File: src/rtl/apb_to_lb_bridge.sv
// APB4 completer that maps one address window onto a CSR local bus.
// Each APB transfer becomes exactly one local write or read, bounded by a timeout.
module apb_to_lb_bridge #(
    parameter int                ADDR_W    = 32,
    parameter int                DATA_W    = 32,
    parameter int                STRB_W    = DATA_W / 8,
    parameter logic [ADDR_W-1:0] BASE_ADDR = '0,
    parameter int                WIN_BITS  = 8,
    parameter int                TIMEOUT   = 16
) (
    input  logic              clk,
    input  logic              rst,
    input  logic              psel,
    input  logic              penable,
    input  logic              pwrite,
    input  logic [ADDR_W-1:0] paddr,
    input  logic [DATA_W-1:0] pwdata,
    input  logic [STRB_W-1:0] pstrb,
    output logic              pready,
    output logic [DATA_W-1:0] prdata,
    output logic              pslverr,
    output logic [ADDR_W-1:0] waddr,
    output logic [DATA_W-1:0] wdata,
    output logic              wen,
    output logic [STRB_W-1:0] wstrb,
    input  logic              wready,
    output logic [ADDR_W-1:0] raddr,
    output logic              ren,
    input  logic [DATA_W-1:0] rdata,
    input  logic              rvalid
);

    localparam int CNT_W = $clog2(TIMEOUT + 1);

    typedef enum logic [1:0] {
        IDLE,
        WR,
        RD,
        DONE
    } state_t;

    state_t            state, state_next;
    logic [CNT_W-1:0]  cnt, cnt_next;
    logic              seen_low, seen_low_next;
    logic              err_q, err_next;
    logic [DATA_W-1:0] prdata_q, prdata_next;
    logic [ADDR_W-1:0] waddr_q, waddr_next;
    logic [DATA_W-1:0] wdata_q, wdata_next;
    logic [STRB_W-1:0] wstrb_q, wstrb_next;
    logic [ADDR_W-1:0] raddr_q, raddr_next;

    logic              setup;
    logic              in_win;
    logic              aligned;
    logic              timed_out;
    logic [ADDR_W-1:0] local_addr;

    assign setup      = psel && !penable;
    assign in_win     = (paddr[ADDR_W-1:WIN_BITS] == BASE_ADDR[ADDR_W-1:WIN_BITS]);
    assign aligned    = (paddr[1:0] == 2'b00);
    assign timed_out  = (cnt == CNT_W'(TIMEOUT - 1));
    // Offset is the low window bits only; the base is never subtracted.
    assign local_addr = {{(ADDR_W - WIN_BITS){1'b0}}, paddr[WIN_BITS-1:0]};

    always_comb begin
        state_next    = state;
        cnt_next      = cnt;
        seen_low_next = seen_low;
        err_next      = 1'b0;
        prdata_next   = '0;
        waddr_next    = waddr_q;
        wdata_next    = wdata_q;
        wstrb_next    = wstrb_q;
        raddr_next    = raddr_q;
        case (state)
            IDLE: begin
                if (setup) begin
                    if (!in_win || !aligned) begin
                        state_next = DONE;
                        err_next   = 1'b1;
                    end else begin
                        cnt_next      = '0;
                        seen_low_next = 1'b0;
                        if (pwrite) begin
                            state_next = WR;
                            waddr_next = local_addr;
                            wdata_next = pwdata;
                            wstrb_next = pstrb;
                        end else begin
                            state_next = RD;
                            raddr_next = local_addr;
                        end
                    end
                end
            end
            WR: begin
                cnt_next = cnt + CNT_W'(1);
                if (wready) begin
                    state_next = DONE;
                end else if (timed_out) begin
                    state_next = DONE;
                    err_next   = 1'b1;
                end
            end
            RD: begin
                cnt_next = cnt + CNT_W'(1);
                if (!rvalid) begin
                    seen_low_next = 1'b1;
                end
                // An rvalid seen before any low cycle belongs to an earlier read.
                if (rvalid && seen_low) begin
                    state_next  = DONE;
                    prdata_next = rdata;
                end else if (timed_out) begin
                    state_next = DONE;
                    err_next   = 1'b1;
                end
            end
            default: begin
                state_next = IDLE;
            end
        endcase
    end

    always_ff @(posedge clk) begin
        if (rst) begin
            state    <= IDLE;
            cnt      <= '0;
            seen_low <= 1'b0;
            err_q    <= 1'b0;
            prdata_q <= '0;
            waddr_q  <= '0;
            wdata_q  <= '0;
            wstrb_q  <= '0;
            raddr_q  <= '0;
        end else begin
            state    <= state_next;
            cnt      <= cnt_next;
            seen_low <= seen_low_next;
            err_q    <= err_next;
            prdata_q <= prdata_next;
            waddr_q  <= waddr_next;
            wdata_q  <= wdata_next;
            wstrb_q  <= wstrb_next;
            raddr_q  <= raddr_next;
        end
    end

    assign pready  = (state == DONE);
    assign pslverr = err_q;
    assign prdata  = prdata_q;
    assign wen     = (state == WR);
    assign ren     = (state == RD);
    assign waddr   = waddr_q;
    assign wdata   = wdata_q;
    assign wstrb   = wstrb_q;
    assign raddr   = raddr_q;

endmodule

File: config.mk
export PLATFORM = sky130hd
export DESIGN_NAME = apb_to_lb_bridge
export DESIGN_NICKNAME = d
export VERILOG_FILES = /design/src/rtl/apb_to_lb_bridge.sv
export SDC_FILE = /design/constraint.sdc
export NUM_CORES = 1
export LEC_CHECK = 0
export ABC_AREA = 1
export BUFFER_PORTS_ARGS = -buffer_cell sky130_fd_sc_hd__buf_2
export CORE_MARGIN = 5
export CORE_UTILIZATION = 39
export DETAILED_ROUTE_END_ITERATION = 10
export PLACE_DENSITY = 0.85
export SYNTH_ARGS = -nofsm -noshare
export SYNTH_HDL_FRONTEND = slang
export SYNTH_SLANG_ARGS = --single-unit
File: constraint.sdc
create_clock -name clk -period 2 [get_ports clk]
set_input_delay 0.4 -clock clk [delete_from_list [all_inputs] [get_ports clk]]
set_output_delay 0.4 -clock clk [all_outputs]
set_load 0.01 [all_outputs]
==> flow_summary_export.csv <==
group,metric,value,unit
cts,cts_buffer_depth,2,
synthesis,ys_top_cells_by_area,"dfxtp_1 49%, nor2_1 10%, buf_4 9.5%",
routing,vias_per_cell,4.323,
die,core_area,9639,sq um
timing,holdWs,0.2491,ns
cts,cts_tree,"yes",
cts,cts_setup_buffers,0,
worst_setup_path,end_kind,"register",
synthesis,ys_warn_count,0,
worst_setup_path,critical_path_class,"reg -> reg",
routing,via_count,3515,
worst_setup_path,cp.required,2.29,ns
synthesis,synth_top_area_share,48.95,%
power_and_ir_drop,p_total,3.859,mW
global_routing,first_global_vias,3329,
finish,area_growth,29.47,%
die,start_util,39.46,%
cts,cts.sinks,93,
die,die_y,108.8,microns
cts,ctsResizeCount,0,
finish,drive_above_1_share,33.09,%
run,max-cap-violations,0,
power_and_ir_drop,leakage,2.714,nW
finish,antenna_cells,0,
global_routing,overflow,0,
worst_setup_path,path_max_fanout,31,
synthesis,synth_area,3804,sq um
worst_setup_path,arrival,2.07,ns
timing,slew_violations,0,
die,boundaryPins,243,
synthesis,synth-seq-cells,93,
timing,tns,0,ns
timing,fmax,560.3,MHz
die,die_w,108.8,microns
cts,postCtsHoldBufs,0,
cts,numCtsBuffers,9,
worst_hold_path,holdCritStartpoint,"rdata[24]",
timing,fin_crit_sh,89.24,%
die,dieArea,11830,sq um
run_status,status,"complete, no violations",
worst_hold_path,hold_class,"in -> reg",
cts,clk_pin_slew,0.10,ns
worst_setup_path,reg2reg_slack,0.22,ns
synthesis,yosys.area.top_type,"dfxtp_1",
synthesis,seq_area_frac_synth,48.95,%
routing,drtIter0Drc,142,
timing,skew,0.01013,ns
placed_design,gp_congestion,0.8334,
worst_setup_path,r2r_cells,6,
timing,rsz0062_at_grt,"no",
timing,setup_viol,0,
timing,final_hold_viol_count,0,
routing,dr.pass1.iters,4,
worst_setup_path,r2r_end,"raddr[3]",
routing,wire_per_inst,12.56,microns
routing,drtAntennaViolNets,0,
routing,finalWirelength,10.21,mm
power_and_ir_drop,ir_drop,0.4060,mV
worst_setup_path,timing.rr.start,"state[0]",
global_routing,antenna_found_initial,0,
worst_hold_path,whs_path_depth,3,
cts,clock_latency,0.35,ns
routing,drc,0,
finish,nFillCells,972,
timing,fin_crit,1.785,ns
die,rows,36,
synthesis,synthCells,484,
synthesis,synth.avg_cell_area,7.859,sq um
cts,htreeDepth,3,
worst_hold_path,worstHoldEndpoint,"prdata[24]",
placed_design,dpl.hpwl,7.836,mm
global_routing,grt_first_pass_wirelength,15.55,mm
power_and_ir_drop,power.density,783.5,nW/um^2
finish,fin_nets,789,
synthesis,synth_cell_type_count,25,
worst_setup_path,start_kind,"register",
global_routing,grt_usage,16.50,%
placed_design,numPortBuffers,194,
cts,cts-root-buf,"clkbuf_8",
global_routing,grt_max_degree,45,
## sequential cells by signal, summed over array words and instances (netlist names)
| name | count |
|---|---|
| seen_low | 1 |
| pslverr | 1 |
| state | 2 |
| wstrb | 4 |
| raddr | 8 |
| prdata | 32 |
| waddr | 8 |
| wdata | 32 |
| cnt | 5 |
## metal layers
metal  vias up  GRT usage (%)  part of all wire, %
met5         -              0                    0
met4         0          4.058                 0.86
met3        10          4.677                  7.5
met2       115          28.91                   51
met1      1566          19.94                   40
li1       1824              -                    -
## metrics by stage
stage / cells / instance area (sq um) / setup WS (ns) / util, %
floorplan: 531 / 3980 / 0.3784 / -
global placement: 797 / 4751 / 0.2220 / 49.29
detailed placement: 797 / 4751 / 0.2254 / 49.29
CTS: 813 / 4925 / 0.2203 / 51.09
global route: 813 / 4925 / 0.06913 / 51.09
finish: 813 / 4925 / 0.2152 / 51.09
## cell usage after synthesis, drive strengths merged
master / count
inv: 48
nor3: 48
buf: 54
xor2: 2
o22ai: 1
and3: 1
clkbuf: 16
o21ai: 51
nand3: 8
nor2: 108
nor3b: 4
a21oi: 9
ha: 7
nand2: 28
conb: 1
o31ai: 2
dfxtp: 93
nand4: 3
## worst max path at each step
stage | startpoint | end | slack, ns | cells past startpoint
after floorplan | state[0] | wdata[9] | 0.38 | 7
after global placement | paddr[13] | wdata[15] | 0.22 | 8
after detailed placement | paddr[16] | wdata[15] | 0.23 | 8
after CTS | state[0] | wdata[8] | 0.22 | 6
after global routing | state[0] | waddr[7] | 0.07 | 6
final | state[0] | raddr[3] | 0.22 | 6
## critical path, cell delays in order (launching register included)
cell	delay, ns
dfxtp_1	0.46
inv_1	0.12
ha_1	0.27
nand2_2	0.27
buf_4	0.38
nor3_1	0.09
nor2_1	0.11
## final cells by class
type | instances | area (sq um) | area share, %
flip-flops and latches | 93 | 1862 | 37.80
clock buffers | 10 | 127.6 | 2.591
multi-input cells | 320 | 1491 | 30.28
repair buffers | 203 | 1051 | 21.34
inverters | 48 | 180.2 | 3.659
clock inverters | 6 | 46.29 | 0.9400
well taps | 133 | 166.4 | 3.379
## placed cells by master, fill, tap and decap left out, types with 2 or more instances in the layout
master	Yosys	final
buf_2	5	194
inv_6	0	2
conb_1	1	48
o21ai_1	31	31
nor3_1	48	48
inv_1	48	48
nand3_1	8	8
buf_4	48	8
nor2_1	104	104
xor2_1	2	2
o21ai_0	20	20
clkbuf_8	0	9
nor3b_1	4	4
a21oi_1	9	9
o31ai_1	2	2
ha_1	7	7
dfxtp_1	93	93
nand2_1	28	27
nor2_2	3	3
clkinvlp_4	0	2
## cell families (layout without fill, tap and decap cells)
kind of cell	count (synthesis)	count (layout)	share of synthesized area [%]
adder cells (fa/ha/maj)	7	7	2.303
AND/OR/NAND/NOR	200	200	23.19
flip-flops	93	93	48.95
other	1	48	0.09859
AO/OA/AOI/OAI	63	63	8.454
buffers and inverters	118	267	16.55
XOR/XNOR	2	2	0.4606
## where the power goes
part,internal [mW],switching [mW],leakage [nW],total (mW)
combinational,0.268,0.491,1.88,0.759
sequential,1.91,0.0484,0.750,1.96
clock,0.462,0.682,0.0833,1.14
Power figures use the tool's default switching activity.
